`src/rtl/bcd_subtractor_serial_pkg.sv`:
```
// Purpose: shared types and BCD constants for the serial BCD subtractor.
// Latency: n/a (declarations only).
// Backpressure: n/a.
package bcd_subtractor_serial_pkg;

    typedef enum logic [1:0] {
        ST_IDLE = 2'd0,
        ST_SUB  = 2'd1,
        ST_NEG  = 2'd2,
        ST_DONE = 2'd3
    } state_t;

    localparam logic [3:0] BCD_MAX  = 4'd9;
    localparam logic [3:0] BCD_CORR = 4'd6;

endpackage

```
`src/rtl/bcd_digit_add.sv`:
```
// Purpose: one BCD digit add with decimal correction (a + b + cin).
// Latency: combinational.
// Backpressure: none; pure function of its inputs.
//
// Ports:
//   a, b  : BCD digits (0..9)
//   cin   : carry in
//   digit : corrected BCD sum digit
//   cout  : decimal carry out
module bcd_digit_add
    import bcd_subtractor_serial_pkg::*;
(
    input  logic [3:0] a,
    input  logic [3:0] b,
    input  logic       cin,
    output logic [3:0] digit,
    output logic       cout
);

    logic [4:0] w_t;

    always_comb begin
        w_t = {1'b0, a} + {1'b0, b} + {4'd0, cin};
        if (w_t > {1'b0, BCD_MAX}) begin
            // Adding 6 skips the six unused codes; the bit-4 overflow is the decimal carry.
            digit = w_t[3:0] + BCD_CORR;
            cout  = 1'b1;
        end else begin
            digit = w_t[3:0];
            cout  = 1'b0;
        end
    end

endmodule

```
`src/rtl/bcd_subtractor_serial.sv`:
```
// Purpose: digit-serial packed-BCD subtractor producing |A-B| and a sign flag.
// Latency: DIGITS+1 cycles (A>=B), 2*DIGITS+1 (A<B), 1 cycle on an invalid digit.
// Backpressure: none; start is only honoured in IDLE, otherwise dropped.
//
// Ports:
//   clk, rst      : clock, synchronous active-high reset
//   start         : request; operands A/B captured on the accepting edge
//   A, B          : packed BCD operands, digit 0 in bits [3:0]
//   busy          : high while digits are being processed
//   done          : one-cycle pulse; Diff/Neg/Err valid and held afterwards
//   Diff, Neg, Err: magnitude, A<B flag, invalid-digit flag
module bcd_subtractor_serial
    import bcd_subtractor_serial_pkg::*;
#(
    parameter int DIGITS = 4
) (
    input  logic                  clk,
    input  logic                  rst,
    input  logic                  start,
    input  logic [4*DIGITS-1:0]   A,
    input  logic [4*DIGITS-1:0]   B,
    output logic                  busy,
    output logic                  done,
    output logic [4*DIGITS-1:0]   Diff,
    output logic                  Neg,
    output logic                  Err
);

    localparam int IW = (DIGITS > 1) ? $clog2(DIGITS) : 1;
    localparam logic [IW-1:0] LAST_IDX = IW'(DIGITS - 1);

    state_t              r_state;
    logic [4*DIGITS-1:0] r_a;
    logic [4*DIGITS-1:0] r_b;
    logic [4*DIGITS-1:0] r_res;
    logic [4*DIGITS-1:0] r_diff;
    logic [IW-1:0]       r_idx;
    logic                r_carry;
    logic                r_busy;
    logic                r_done;
    logic                r_neg;
    logic                r_err;

    logic                w_invalid;
    logic [3:0]          w_a_dig;
    logic [3:0]          w_b_dig;
    logic [3:0]          w_r_dig;
    logic [3:0]          w_add_a;
    logic [3:0]          w_add_b;
    logic [3:0]          w_sum;
    logic                w_cout;
    logic [4*DIGITS-1:0] w_res_next;

    // Any operand digit above 9 flags the request as invalid.
    always_comb begin
        w_invalid = 1'b0;
        for (int i = 0; i < DIGITS; i++) begin
            if (A[i*4 +: 4] > BCD_MAX || B[i*4 +: 4] > BCD_MAX) begin
                w_invalid = 1'b1;
            end
        end
    end

    always_comb begin
        w_a_dig = r_a[{r_idx, 2'b00} +: 4];
        w_b_dig = r_b[{r_idx, 2'b00} +: 4];
        w_r_dig = r_res[{r_idx, 2'b00} +: 4];
    end

    // SUB computes A + nines'(B) + carry; NEG computes 0 + nines'(R) + carry,
    // i.e. the ten's complement of the partial result, through the same adder.
    always_comb begin
        if (r_state == ST_SUB) begin
            w_add_a = w_a_dig;
            w_add_b = BCD_MAX - w_b_dig;
        end else begin
            w_add_a = 4'd0;
            w_add_b = BCD_MAX - w_r_dig;
        end
    end

    bcd_digit_add u_digit_add (
        .a     (w_add_a),
        .b     (w_add_b),
        .cin   (r_carry),
        .digit (w_sum),
        .cout  (w_cout)
    );

    // Partial result with the current digit already substituted, so the final
    // digit lands in Diff on the same edge the FSM moves to DONE.
    always_comb begin
        w_res_next = r_res;
        w_res_next[{r_idx, 2'b00} +: 4] = w_sum;
    end

    always_ff @(posedge clk) begin
        if (rst) begin
            r_state <= ST_IDLE;
            r_a     <= '0;
            r_b     <= '0;
            r_res   <= '0;
            r_diff  <= '0;
            r_idx   <= '0;
            r_carry <= 1'b0;
            r_busy  <= 1'b0;
            r_done  <= 1'b0;
            r_neg   <= 1'b0;
            r_err   <= 1'b0;
        end else begin
            case (r_state)
                ST_IDLE: begin
                    r_done <= 1'b0;
                    if (start) begin
                        r_a     <= A;
                        r_b     <= B;
                        r_res   <= '0;
                        r_idx   <= '0;
                        r_carry <= 1'b1;
                        r_err   <= w_invalid;
                        if (w_invalid) begin
                            r_diff  <= '0;
                            r_neg   <= 1'b0;
                            r_done  <= 1'b1;
                            r_state <= ST_DONE;
                        end else begin
                            r_busy  <= 1'b1;
                            r_state <= ST_SUB;
                        end
                    end
                end
                ST_SUB: begin
                    r_res   <= w_res_next;
                    r_carry <= w_cout;
                    if (r_idx == LAST_IDX) begin
                        if (w_cout) begin
                            // Carry out means no borrow: A >= B, result is final.
                            r_diff  <= w_res_next;
                            r_neg   <= 1'b0;
                            r_busy  <= 1'b0;
                            r_done  <= 1'b1;
                            r_state <= ST_DONE;
                        end else begin
                            r_idx   <= '0;
                            r_carry <= 1'b1;
                            r_state <= ST_NEG;
                        end
                    end else begin
                        r_idx <= r_idx + 1'b1;
                    end
                end
                ST_NEG: begin
                    r_res   <= w_res_next;
                    r_carry <= w_cout;
                    if (r_idx == LAST_IDX) begin
                        r_diff  <= w_res_next;
                        r_neg   <= 1'b1;
                        r_busy  <= 1'b0;
                        r_done  <= 1'b1;
                        r_state <= ST_DONE;
                    end else begin
                        r_idx <= r_idx + 1'b1;
                    end
                end
                ST_DONE: begin
                    r_done  <= 1'b0;
                    r_state <= ST_IDLE;
                end
                default: begin
                    r_state <= ST_IDLE;
                end
            endcase
        end
    end

    assign busy = r_busy;
    assign done = r_done;
    assign Diff = r_diff;
    assign Neg  = r_neg;
    assign Err  = r_err;

endmodule

```
`config.mk`:
```
export PLATFORM = sky130hd
export DESIGN_NAME = bcd_subtractor_serial
export DESIGN_NICKNAME = d
export VERILOG_FILES = /design/src/rtl/bcd_subtractor_serial_pkg.sv /design/src/rtl/bcd_digit_add.sv /design/src/rtl/bcd_subtractor_serial.sv
export SDC_FILE = /design/constraint.sdc
export NUM_CORES = 1
export LEC_CHECK = 0
export CAP_MARGIN = 0
export CORE_ASPECT_RATIO = 1.1
export CORE_UTILIZATION = 40
export DETAILED_ROUTE_END_ITERATION = 6
export GPL_TIMING_DRIVEN = 0
export HOLD_SLACK_MARGIN = 0.03
export PLACE_DENSITY = 0.7
export SYNTH_ARGS = -nofsm -noshare
export SYNTH_HDL_FRONTEND = slang
export SYNTH_HIERARCHICAL = 1
export SYNTH_SLANG_ARGS = --single-unit
```
`constraint.sdc`:
```
create_clock -name clk -period 9.7 [get_ports clk]
set_input_delay 2.425 -clock clk [delete_from_list [all_inputs] [get_ports clk]]
set_output_delay 2.425 -clock clk [all_outputs]
set_load 0.05 [all_outputs]
```
# --- After elaboration in Yosys (flattened, before gate mapping) ---
# Index checks and enable logic that the tools add are counted.
totals:
  latch_bits: 0
  elab_cells: 106
  mem_bits_ro: 0
  mem_count: 0
  regBits: 73
  out_inout_bits: 20
  mem_bits_rw: 0
  inputBits: 35
op_classes:
  order_cmp: 9
  shifts: 5
  div: 0
  n_bitwise: 0
  addsub: 7
  muxes: 46
  reduce_logical: 16
  n_eq_ne: 12
  n_mul: 0
ops:
  columns: ["operator", "n"]
  rows:
  - ["two-way mux 16 bit", 6]
  - ["case mux 16 bit (3 select lines)", 1]
  - ["variable part select 16 x 5 -> 4 bit", 3]
  - ["> comparator 4 bit, second input constant", 8]
  - ["case mux 16 bit (2 select lines)", 1]
  - ["two-way mux 1 bit", 20]
  - ["bitwise mux 16 bit", 1]
  - ["two-way mux 2 bit", 8]
  - ["variable shift 4 x 6 -> 16 bit, first input constant", 1]
  - ["variable part select 4 x 6 -> 16 bit", 1]
  - ["two-way mux 4 bit", 3]
  - ["!= test 2 bit, second input constant", 6]
  - ["AND reduction 6 bit", 2]
  - ["case mux 1 bit (3 select lines)", 3]
  - ["case mux 2 bit (4 select lines)", 1]
  - ["subtractor 4 bit, first input constant", 2]
  - ["equality test 2 bit, second input constant", 3]
  - ["negator 4 -> 6 bit", 1]
  - ["case mux 2 bit (3 select lines)", 1]
  - ["AND reduction 2 bit", 3]
  - ["AND reduction 3 bit", 2]
  - ["adder 4 x 4 -> 5 bit", 1]
  - ["adder 5 x 1 -> 5 bit", 1]
  - ["> comparator 5 x 4 -> 1 bit, second input constant", 1]
  - ["12 further kinds", 15]

# --- Longest topological paths before layout ---
# Gate-level depths: netlist (run 1).
depth:
  word_depth: 12
  depth_mapped: 17
  mapped_depth_nobuf: 14

# --- Modules after synthesis ---
# The synthesis (run 1) kept the hierarchy.
by_module_without_submodules:
  columns: ["mod", "area_each_um2", "cells_each", "seq_area_each_um2", "instances"]
  rows:
  - ["bcd_subtractor_serial", 3595.9, 429, 1461.4, 1]
  - ["bcd_digit_add", 211.5, 22, 0.0, 1]

# --- Worst setup path after synthesis (run 1) ---
# Ideal clock, no wire load.
synth_path:
  path_kind: "register to register"
  startpoint: "register r_idx[0]"
  endpoint: "register r_diff[7], in the netlist Diff[7]"
  stages_incl_launch_ff: 18
  path_slack_ns: 5.158
  t_required_ns: 9.576
  setup_ns: 0.124
  period_less_slack_ns: 4.542
  t_arrival_ns: 4.417
  n_path_buf: 4
  cell_sequence: "dfxtp_1 > buf_2 > buf_2 > mux4_2 > and2_1 > fa_1 > fa_1 > xnor2_1 > ha_1 > a31o_1 > o31ai_4 > nand2_2 > a2111oi_2 > o31ai_1 > buf_6 > buf_12 > mux2i_1 > nor2_1"
synth_via:
  elab_cells_between_ends: 26
  classes_between: "add/sub: 6; order compare: 1; eq/ne: 4; shift: 5; mux: 9; reduce/logical: 1"
synth_rtl:
  columns: ["item", "line", "text"]
  rows:
  - ["start: declaration", "bcd_subtractor_serial.sv:37", "logic [IW-1:0] r_idx;"]
  - ["start signal: assignment", "bcd_subtractor_serial.sv:149", "r_idx <= r_idx + 1'b1;"]
  - ["start signal: assignment", "bcd_subtractor_serial.sv:162", "r_idx <= r_idx + 1'b1;"]
  - ["variable part select 16 x 5 -> 4 bit", "bcd_subtractor_serial.sv:65", "w_a_dig = r_a[{r_idx, 2'b00} +: 4];"]
  - ["two-way mux 4 bit", "bcd_subtractor_serial.sv:73", "if (r_state == ST_SUB) begin"]
  - ["net w_add_a[0]", "bcd_subtractor_serial.sv:48", "logic [3:0] w_add_a;"]
  - ["adder 4 x 4 -> 5 bit", "bcd_digit_add.sv:23", "w_t = {1'b0, a} + {1'b0, b} + {4'd0, cin};"]
  - ["adder 5 x 1 -> 5 bit", "bcd_digit_add.sv:23", null]
  - ["> comparator 5 x 4 -> 1 bit", "bcd_digit_add.sv:24", "if (w_t > {1'b0, BCD_MAX}) begin"]
  - ["two-way mux 1 bit", "bcd_digit_add.sv:24", null]
  - ["net w_cout", "bcd_subtractor_serial.sv:51", "logic w_cout;"]
  - ["!= test 2 bit (no source line)", null, null]
  - ["AND reduction 6 bit (no source line)", null, null]
  - ["end signal: assignment", "bcd_subtractor_serial.sv:138", "r_diff <= w_res_next;"]
  - ["end signal: assignment", "bcd_subtractor_serial.sv:156", "r_diff <= w_res_next;"]
  - ["end: declaration", "bcd_subtractor_serial.sv:36", "logic [4*DIGITS-1:0] r_diff;"]
# The timed path passes the listed nets, and every way through them passes these cells. The select of a mux whose other input is x is not followed.
# A chain may end at the register's enable or synchronous reset.

# --- Worst setup path after layout (run 1) ---
# Ends and elaborated chain as after synthesis.

==> results of run 1 <==
sequential cells by signal (all words and copies together) (netlist names):
| signal | flops |
|---|---|
| Diff | 16 |
| Err | 1 |
| Neg | 1 |
| busy | 1 |
| done | 1 |
| r_a | 16 |
| r_b | 16 |
| r_carry | 1 |
| r_idx | 2 |
| r_res | 16 |
| r_state | 2 |
synthesized netlist by cell type, types with 4 or more instances:
master,instances
o21ai_0,6
dfxtp_1,73
a21oi_1,74
clkbuf_1,16
mux4_2,12
mux2i_1,22
and2_1,6
nand2_1,102
inv_1,9
buf_2,4
nor2b_1,20
o21ai_1,7
nor2_1,42
ha_1,16
worst max-delay path, delay by kind of cell (launching register included):
family / cells / cell delay (ns)
adder cells (fa/ha/maj): 3 / 1.16
XOR/XNOR: 1 / 0.19
multiplexers: 2 / 0.71
AND/OR/NAND/NOR: 3 / 0.36
buffers and inverters: 4 / 0.99
flip-flops: 1 / 0.40
AO/OA/AOI/OAI: 4 / 1.27
where the power goes:
group,switching [W],internal (W),leakage (nW),total [W]
Combinational,0.000458,0.000294,1.07,0.000752
Clock,0.000109,0.000131,0.102,0.000240
Sequential,0.0000306,0.000349,0.595,0.000379
Total,0.000598,0.000773,1.77,0.00137
layout make-up:
class,instances,share of cell area
Clock buffer,12,0.03311
Sequential cell,73,0.3119
Inverter,10,0.008011
Multi-Input combinational cell,343,0.4638
Tap cell,114,0.03044
Timing Repair Buffer,54,0.1154
Clock inverter,3,0.008545
Buffer,25,0.02884
cells by family after synthesis:
family | synth area share
and+or+nand+nor | 0.2228
AOI/OAI and AO/OA | 0.1462
DFF | 0.3838
buffers and inverters | 0.04535
muxes | 0.1318
adders and majority gates | 0.06310
xor gates and xnor gates | 0.006902
per-layer routing:
| metal | vias to the layer above | GRT usage | part of all wire |
|---|---|---|---|
| met1 | 1584 | 0.2545 | 0.44 |
| met2 | 102 | 0.3361 | 0.48 |
| met4 | 0 | 0.1071 | 0.027 |
| met5 | - | 0 | 0 |
| li1 | 1658 | - | - |
| met3 | 27 | 0.05190 | 0.057 |
how the worst max path moves through the flow:
stage,start,end,cells after the start
after CTS,r_idx[0],Diff[7],17
final,r_idx[0],Diff[7],17
after global placement,r_idx[0],Diff[7],17
after floorplan,r_idx[0],Diff[7],17
after detailed placement,r_idx[0],Diff[7],17
after global routing,r_idx[0],Diff[7],17
per-stage QoR:
step                total power (W)    util  hold WS [ns]  instances
floorplan                 0.0009408       -        0.4331        451
global placement           0.001106  0.4960        0.4406        619
detailed placement         0.001129  0.4960        0.4483        619
CTS                        0.001370  0.5176        0.4580        634
global route               0.001457  0.5176        0.4770        634
finish                     0.001371  0.5176        0.4551        634
==> impl_results.md, run 1 <==
* Outcome: completed
* Share of cells above drive strength 1 at 0.08462
* Seq/Total Area, Yosys at 0.3838
* Worst Hold Class: flop to flop
* Gr usage total at 0.2090
* Final Critical Period at ~5.2 ns
* Worst-Skew Late Latency at around 0.36 ns
* DR WL/cell at about 15 µm
* Mapped Area at between 3000 and 4000 µm²
* NumNets Final at ~570
* Starting DRT DRC Count at between 150 and 200
* Final instance area at roughly 4700 µm²
* N_diodes at 0
* P per Cell Area at around 290 nW/µm²
* Post-CTS Setup Repair Bufs at 0
* Largest net degree at the start of global routing at 12
* Hold Vio Cnt, Final at 0
* CP max stage delay at between 0.5 and 0.6 ns
* Setup Viol. Count Final at 0
* Cts bufs inserted at 9
* Critical-path maximum fanout at 10
* Cell count after synthesis at around 450
* Synth top area share at 0.3838
* Worst Skew at 0.009015 ns
* Static Leak at 1.770 nW
* Post-synth top flop: dfxtp_1
* Synth top area cells: dfxtp_1 (38%), nand2_1 (10%), a21oi_1 (9.7%), mux4_2 (7.1%), mux2i_1 (5.8%)
* Most common cell after layout, fill and taps aside: nand2_1
* Vias in the first global route at ~3300
* Critical path cell sequence: buf_2, buf_2, mux4_2, and2_1, fa_1, fa_1, xnor2_1, ha_1, a31o_1, o31ai_4, nand2_2, a2111oi_2, o31ai_1, buf_6, buf_12, mux2i_1, nor2_1
* Async SR Flop Fraction at 0
* Vias/cell at around 5.3
* Reg-to-reg slack, setup at 4.48 ns
* First-pass GRT wire length at between 15 and 20 mm
* Footprint of the multi-input gates at between 2000 and 2500 µm²
* Chip width at ~95 µm
* Maximum vdd drop at about 140 µV
* Sink Count at 73
* Worst Max-Slew Pin Slew at about 0.64 ns
* Drc violations at 0
* Chip height at between 100 and 150 µm
* Hold path startpoint: r_a[11]
* Die area at slightly below 10000 µm²
* Fillers at 864
* DRT Pass-1 Iters at 5
* Share of the cycle needed by the critical path after routing at 0.5379
* Clk buf depth at 2
* Port Buf Inserts at between 50 and 60
* Placed standard-cell area at between 4000 and 5000 µm²
* # IOs at 55
* Crit path required time at approximately 10 ns
* Via count at 3371
* Yosys cell types at 45
* TritonCTS clock tree: done
* Antenna violations before repair at 0
* RSZ-0062 raised after global routing: false
* Setup crit end kind: flop
* Row count at 36
* Syn_nets at 504
* GP Congestion at 0.8864
* Layout area overhead at 23.07%
* End of the worst register-to-register path: Diff[7]
* Post-Place Worst Slack at between 4 and 5 ns
* Total Wirelength at roughly 9.4 mm
* Fmax at between 0.15 and 0.2 GHz
* Fin worst setup slack at 4.483 ns
* CTS clock-pin slew for the worst setup and hold paths at 0.07 ns
* WS Path Type: flop to flop
* Syn avg cell area at 8.442 µm²
* Post-synth EDFFs at 0
* Reg2reg path depth at 17
* WP data arrival at 5.45 ns
* Worst rel slew slack at 0.5737
* Clock root buffer: clkbuf_8
* Startpoint types: flop
* WHS Path Cells at 2
* Post_cts resized at 0
* FF-to-FF Start: r_idx[0]
* Most frequent cells in the layout: nand2_1 (102), a21oi_1 (74), dfxtp_1 (73), clkdlybuf4s50_1 (54), nor2_1 (42)
* Seq cells post-synth at 73
* H-tree depth at 3
* CP max stage cell: mux4_2
* Core Region at between 9000 and 10000 µm²
* End point of the worst hold path: r_a[11]
* Setup TNS at 0 ns
* Starting Density at 0.4205
* Max_cap viols at 0
* Yosys top cell by area: dfxtp_1
* Final Slew Violations at 0
* GRT overflow at 0
* Post-DP HPWL at between 7 and 8 mm
* Storage element area at approximately 1500 µm²
* Post-route ant nets at 0
* YS warnings at 6
* CTS Hold Bufs at 0
Power figures use the tool's default switching activity.
==> run 2: changes to the inputs <==
clock period = 5.3 ns   (was 9.7 ns; I/O delays follow)
==> impl_results.md, run 2 (same netlist as run 1, synthesis figures left out) <==
* Static Leak at 1.791 nW (+1.2%)
* GRT overflow at 0 (unchanged)
* Via count at 3405 (+1.0%)
* Die area at 9913 µm² (unchanged)
* NumNets Final at 573 (+0.70%)
* TritonCTS clock tree: done
* Global route hottest layer: met2
* Worst Hold Class: flop to flop
* M3 GR Usage at 0.05190 (unchanged)
* Worst-Skew Late Latency at 0.36 ns (about the same)
* Storage element area at 1461 µm² (unchanged)
* CTS Hold Bufs at 0 (unchanged)
* Post-DP HPWL at 7.214 mm (unchanged)
* CP max stage cell: mux4_2
* Max_cap viols at 0 (unchanged)
* Fmax at 0.2026 GHz (+5.7%)
* Maximum vdd drop at 259.1 µV (+84%)
* Crit path required time at 5.55 ns (-4.38 ns)
* Starting DRT DRC Count at 157 (-16%)
* Vias in the first global route at 3344 (unchanged)
* Gr usage total at 0.2090 (unchanged)
* Worst rel slew slack at 0.5666 (-0.007096)
* Chip height at 104.3 µm (unchanged)
* P per Cell Area at 549.1 nW/µm² (+88%)
* Switching Share at 0.4301 (-0.005978)
* Row count at 36 (unchanged)
* Hold Vio Cnt, Final at 0 (unchanged)
* Setup Viol. Count Final at 0 (unchanged)
* Fin worst setup slack at 0.3648 ns (-4.118 ns)
* Fillers at 860 (-0.46%)
* Final Critical Period at 4.935 ns (-0.2821 ns)
* Critical-path maximum fanout at 10 (unchanged)
* Antenna violations before repair at 0 (unchanged)
* Final Slew Violations at 0 (unchanged)
* Clock root buffer: clkbuf_8
* Share of the cycle needed by the critical path after routing at 0.9312 (+0.3933)
* Cts bufs inserted at 9 (unchanged)
* Setup crit end kind: flop
* # IOs at 55 (unchanged)
* CP max stage delay at 0.55 ns (-0.02 ns)
* WP data arrival at 5.18 ns (-0.27 ns)
* RSZ-0062 raised after global routing: false
* Worst Max-Slew Pin Slew at 0.6501 ns (+0.01064 ns)
* Bufs and invs on worst path at 4 (unchanged)
* Chip width at 95.02 µm (unchanged)
* N_diodes at 0 (unchanged)
* Cell Int Power at 0.001477 W (+91%)
* Post-Place Worst Slack at 0.1283 ns (-4.400 ns)
* Starting Density at 0.4205 (unchanged)
* Share of cells above drive strength 1 at 0.09160 (+0.006988)
* Core Region at 9054 µm² (unchanged)
* Most common cell after layout, fill and taps aside: nand2_1
* Psw at 0.001115 W (+86%)
* WS Path Type: flop to flop
* Total Wirelength at 9.493 mm (+1.3%)
* Met2 Usage GRT at 0.3361 (unchanged)
* Clk pwr share at 0.170 (-0.005)
* Critical path cell sequence: clkbuf_4, clkbuf_4, mux4_2, and2_1, fa_1, fa_1, xnor2_1, ha_1, a31o_1, o31ai_4, nand2_2, a2111oi_2, o31ai_1, buf_6, buf_12, mux2i_1, nor2_1
* DR WL/cell at 14.88 µm (+0.69%)
* First-pass GRT wire length at 15.95 mm (unchanged)
* Combinational Power Share at 0.562 (+0.013)
* Largest net degree at the start of global routing at 12 (unchanged)
* Startpoint types: flop
* DRT Pass-1 Iters at 4 (-1)
* Port Buf Inserts at 54 (unchanged)
* Vias/cell at 5.337 (+0.38%)
* Drc violations at 0 (unchanged)
* Footprint of the multi-input gates at 2173 µm² (unchanged)
* Outcome: completed
* Most frequent cells in the layout: nand2_1 (102), a21oi_1 (74), dfxtp_1 (73), clkdlybuf4s50_1 (54), nor2_1 (42)
* Crit path max-delay family: adder cells
* Sequential power share at 0.268 (-0.009)
* Setup TNS at 0 ns (unchanged)
* Post-route ant nets at 0 (unchanged)
* H-tree depth at 3 (unchanged)
* Routing usage on met1 at 0.2545 (unchanged)
* CTS clock-pin slew for the worst setup and hold paths at 0.07 ns (about the same)
* Worst Skew at 0.008994 ns (-0.00002071 ns)
* Sink Count at 73 (unchanged)
* Layout area overhead at 23.99%
* Clk buf depth at 2 (unchanged)
* GP Congestion at 0.8864 (unchanged)
-- run 2: changes by cell type in the layout (fill, tap and decap cells not counted), sizes merged --
cell	previous run	this run
buf	8	10
clkbuf	28	30
-- run 2: repair_timing --
| action | in CTS | in global routing |
|---|---|---|
| resized for setup | 0 | 2 |
| setup endpoints to repair | 0 | 20 |
| setup buffers | 0 | 4 |
-- run 2: worst min-delay path: cells and delay by family (launching register included) --
| family | cells | cell delay [ns] |
|---|---|---|
| AOI/OAI and AO/OA | 1 | 0.05 |
| DFF | 1 | 0.31 |
| and+or+nand+nor | 1 | 0.05 |
-- run 2: cell type report --
type / count / area share
Tap cell: 114 / 0.03021
Inverter: 10 / 0.007951
Multi-Input combinational cell: 343 / 0.4604
Timing Repair Buffer: 58 / 0.1209
Sequential cell: 73 / 0.3096
Buffer: 25 / 0.02968
Clock inverter: 3 / 0.008481
Clock buffer: 12 / 0.03287
-- run 2: per-layer routing --
metal | part of all wire | routed length (µm)
met2 | 0.47 | 4495
met3 | 0.054 | 511
met5 | 0 | 0
met1 | 0.44 | 4206
met4 | 0.029 | 279
-- run 2: final timing paths --
| path | start | endpoint | slack, ns | cells after the start |
|---|---|---|---|---|
| setup / recovery | r_idx[0] | Neg | 0.36 | 17 |
| setup reg to reg | r_idx[0] | Neg | 0.36 | 17 |
| hold / removal | r_a[11] | r_a[11] | 0.46 | 2 |
| hold reg to reg | r_a[11] | r_a[11] | 0.46 | 2 |
-- run 2: power by group through the flow --
stage / Clock [W] / Sequential, W / Combinational, W
after detailed placement: 0 / 0.000707 / 0.00136
after floorplan: 0 / 0.000769 / 0.000953
after CTS: 0.000447 / 0.000694 / 0.00137
after global placement: 0 / 0.000703 / 0.00132
after global routing: 0.000468 / 0.000707 / 0.00157
final: 0.000440 / 0.000695 / 0.00146
-- run 2: per-stage QoR --
stage	hold slack, ns	utilization	std cells	total power [W]	area (µm²)
2_1_floorplan	0.4331	-	451	0.001722	3807
6_report	0.4565	0.5214	638	0.002592	4721
3_5_place_dp	0.4483	0.4960	619	0.002067	4491
3_3_place_gp	0.4406	0.4960	619	0.002025	4491
5_1_grt	0.4770	0.5214	638	0.002746	4721
4_1_cts	0.4580	0.5176	634	0.002507	4686
==> patch 1, RTL diff (flow settings as in run 2) <==
Register the output `done` once more, with the module's reset; this adds one clock of latency there. The other outputs are not delayed to match. Comments in the files are not updated.
--- a/src/rtl/bcd_subtractor_serial.sv
+++ b/src/rtl/bcd_subtractor_serial.sv
@@ -174,7 +174,13 @@
     end
 
     assign busy = r_busy;
-    assign done = r_done;
+    always_ff @(posedge clk) begin
+        if (rst) begin
+            done <= '0;
+        end else begin
+            done <= r_done;
+        end
+    end
     assign Diff = r_diff;
     assign Neg  = r_neg;
     assign Err  = r_err;
Behaviour: not the same (a bounded check fails within 4 cycles, from zero or initial values and one cycle with rst high).
==> patch 1 against run 2 <==
Worst hold slack improved by 0.0017 ns; power down 1.9%; wire length fell by 0.62%; clock power rose by 10%; synthesized area up 0.59%; sequential cell count is 1 higher; core utilization fell by 1.2 points; sequential share of layout area rose by 0.32 points; worst setup slack lost 0.045 ns; global-route usage fell by 0.098 points; cell area increased by 0.34%; critical endpoint is now Diff[8].
==> patch 1: results (changes against run 2) <==
metric;value;unit;change
outcome;finished clean;;
fraction of area in multi-input gates;0.460;;about the same
Critical R2R Capture;Diff[8];;
pin count of the biggest net entering global routing;14;;+2
Detail Placement HPWL;7180;um;-0.43%
Synth top cells by count;nand2_1, a21oi_1, dfxtp_1, nor2_1, mux2i_1;;
clkbuf count;9;;-3
# fillers;878;;+2.1%
sequential cell area;1480;um^2;+1.4%
met1 Track Usage GR;0.253;;-0.00136
Resized cells post-CTS;0;;unchanged
Non-CTS buffers;79;;-4.8%
register area share after synthesis;0.387;;+0.00297
ClkCell Share;0.0460;;+0.00461
crit-path leading delay family;compound AO/OA/AOI/OAI gates;;
syn_nets;506;;+0.40%
GR Util met3;0.0437;;-0.00823
drt pass-1 iters;5;;+1
RD Place Congestion;0.902;;+1.8%
number of global-route vias before repair;3306;;-1.1%
1st-iter DRT viols;161;;+2.5%
Max Clock Skew;0.00950;ns;+0.000509 ns
clock share of power;0.190;;+0.020
post-synthesis mux area share;0.131;;-0.000775
buffer share of cell area;0.142;;-0.00818
compound-gate portion of the synthesized area;0.145;;-0.000860
adder-cell share of the synthesized area;0.0627;;-0.000371
Netlist cell types;44;;-2.2%
Flop pwr share;0.276;;+0.008
Total GRT Usage;0.208;;-0.000984
Setup WS pre-CTS;0.219;ns;+0.0910 ns
met3 WL;461;um;-9.8%
routed wl met2;4670;um;+3.9%
grt met2 use;0.342;;+0.00627
Peak VDD IR;0.000278;V;+7.2%
#MultiIn Comb;344;;+0.29%
Area contributors post-synth;dfxtp_1, nand2_1, a21oi_1;;
Internal;1.45;mW;-2.1%
Slew @ Worst Pin;0.712;ns;+0.0621 ns
reg2reg setup slack;0.32;ns;-0.04 ns
Pleak;1.78;nW;-0.54%
first-pass GRT wire length;15800;um;-0.65%
initial antenna violation count;0;;unchanged
XOR/XNOR Fraction of Synth Area;0.00686;;-0.0000406
Final nets;571;;-0.35%
synthesized flop and latch total;74;;+1.4%
Via density;5.26;;-1.4%
Met1 Routed Length;4030;um;-4.1%
Post-Route WL;9430;um;-0.62%
patch 1: how the worst max path moves through the flow:
stage / from / end / slack, ns / cells past startpoint
2_1_floorplan: r_idx[0] / Diff[7] / 0.77 / 17
3_3_place_gp: r_idx[0] / Diff[10] / 0.30 / 17
3_5_place_dp: r_idx[0] / Diff[8] / 0.22 / 17
4_1_cts: r_idx[0] / Diff[11] / 0.20 / 17
5_1_grt: r_idx[0] / Diff[11] / 0.06 / 17
6_report: r_idx[0] / Diff[8] / 0.32 / 17
patch 1: metrics by stage:
stage | instances | power [mW] | utilization | hold slack (ns) | cell area (um^2)
after floorplan | 453 | 1.72 | - | 0.433 | 3830
after global placement | 624 | 2.03 | 0.485 | 0.440 | 4520
after detailed placement | 624 | 2.07 | 0.485 | 0.447 | 4520
after CTS | 640 | 2.55 | 0.509 | 0.459 | 4730
after global routing | 640 | 2.72 | 0.509 | 0.478 | 4740
final | 640 | 2.54 | 0.509 | 0.458 | 4740
==> patch 2, RTL diff (settings of run 2) <==
Made on the original files. Change the parameter `DIGITS` from 4 to 2.
--- a/src/rtl/bcd_subtractor_serial.sv
+++ b/src/rtl/bcd_subtractor_serial.sv
@@ -12,7 +12,7 @@
 module bcd_subtractor_serial
     import bcd_subtractor_serial_pkg::*;
 #(
-    parameter int DIGITS = 4
+    parameter int DIGITS = 2
 ) (
     input  logic                  clk,
     input  logic                  rst,
Ports: changed (resized A, B and Diff); port bits go from 55 to 31. The function was not compared with the original's and may differ.
==> patch 2 against run 2 <==
Sequential share of layout area is 2.0 points lower; sequential cell count is 33 lower; wire length is 47% lower; critical path depth is 2 lower; cell area is 41% lower; worst setup slack better by 0.63 ns; synthesized area is 41% lower; power is 38% lower; largest cell class unchanged; highest routed layer unchanged.
==> patch 2: results (changes against run 2) <==
metric;value;unit;change
Final nets;328;;-43%
met3 WL;218;um;-57%
Synth top cells by count;nand2_1, dfxtp_1, a21oi_1, nor2b_1, mux2i_1;;
Hold Path Stages;2;;unchanged
outcome;finished clean;;
Detail Placement HPWL;3660;um;-49%
Tmin final;4.30;ns;-0.630 ns
Worst R2R Path Depth;15;;-2
Area contributors post-synth;dfxtp_1, nor2b_1, nand2_1;;
RD Place Congestion;0.837;;-5.6%
Total GRT Usage;0.186;;-0.0230
ys async rst share;0;;unchanged
Via density;5.13;;-3.8%
number of CTS-inserted buffers;5;;-4
worst hold slack;0.457;ns;+0.000401 ns
Max Clock Skew;0.0105;ns;+0.00153 ns
number of global-route vias before repair;1837;;-45%
Crit path largest cell delay;0.57;ns;+0.02 ns
WP data arrival;4.50;ns;-0.68 ns
syn_nets;291;;-42%
hold endpoint;r_a[7];;
1st-iter DRT viols;74;;-53%
RR Startpoint;r_idx;;
worst-skew pair later-pin latency;0.30;ns;-0.06 ns
# fillers;547;;-36%
first-pass GRT wire length;8510;um;-47%
input/output buffers;30;;-44%
Met1 Routed Length;2340;um;-44%
hold path start;r_a[7];;
reg2reg setup slack;1.0;ns;+0.63 ns
via count;1915;;-44%
pin count of the biggest net entering global routing;14;;+2
Post-Route WL;4990;um;-47%
H-tree Lvls;2;;-1
Pleak;1.01;nW;-44%
clk buf depth;2;;unchanged
share of cells above drive strength 1;0.0705;;-0.0211
register area share after synthesis;0.355;;-0.0291
Peak VDD IR;0.000308;V;+19%
crit-path leading delay family;compound AO/OA/AOI/OAI gates;;
routed wl met2;2330;um;-48%
post-placement cell count;365;;-41%
==> patch 2: cell count changes in the layout (fill, tap and decap cells not counted), moves of 8 or more <==
| cell | change |
|---|---|
| dfxtp_1 | -33 |
| mux4_2 | -8 |
| a21oi_1 | -44 |
| nand2_1 | -60 |
| nor2_1 | -35 |
| nor2b_1 | +10 |
| clkdlybuf4s50_1 | -24 |
| mux2i_1 | -8 |
==> patch 2: kinds of logic (layout without fill, tap and decap cells) <==
| logic type | count (synthesis) | in the layout | synth area share |
|---|---|---|---|
| XOR/XNOR | 3 | 3 | 0.0116 |
| AND/OR/NAND/NOR | 91 | 91 | 0.198 |
| flip-flops | 40 | 40 | 0.355 |
| AO/OA/AOI/OAI | 63 | 63 | 0.172 |
| adder cells (fa/ha/maj) | 12 | 12 | 0.0732 |
| multiplexers | 26 | 26 | 0.142 |
| buffers and inverters | 25 | 63 | 0.0482 |
==> patch 2: metal layers <==
layer	vias to the layer above	GRT usage
li1	966	-
met1	903	0.242
met2	38	0.306
met3	8	0.0347
met4	0	0.0673
met5	-	0
==> patch 2: final cells by class <==
class                           count  area (um^2)  share of cell area
Tap cell                           75         93.8              0.0340
Buffer                             16         75.1              0.0272
Clock inverter                      3         42.5              0.0154
Multi-Input combinational cell    195         1350               0.488
Sequential cell                    40          801               0.290
Inverter                            9         33.8              0.0122
Clock buffer                        5         68.8              0.0249
Timing Repair Buffer               30          300               0.109
==> patch 2: where the power goes <==
group,total [mW],internal [mW],switching [mW]
clock,0.249,0.139,0.110
combinational,0.953,0.407,0.546
sequential,0.409,0.368,0.0410
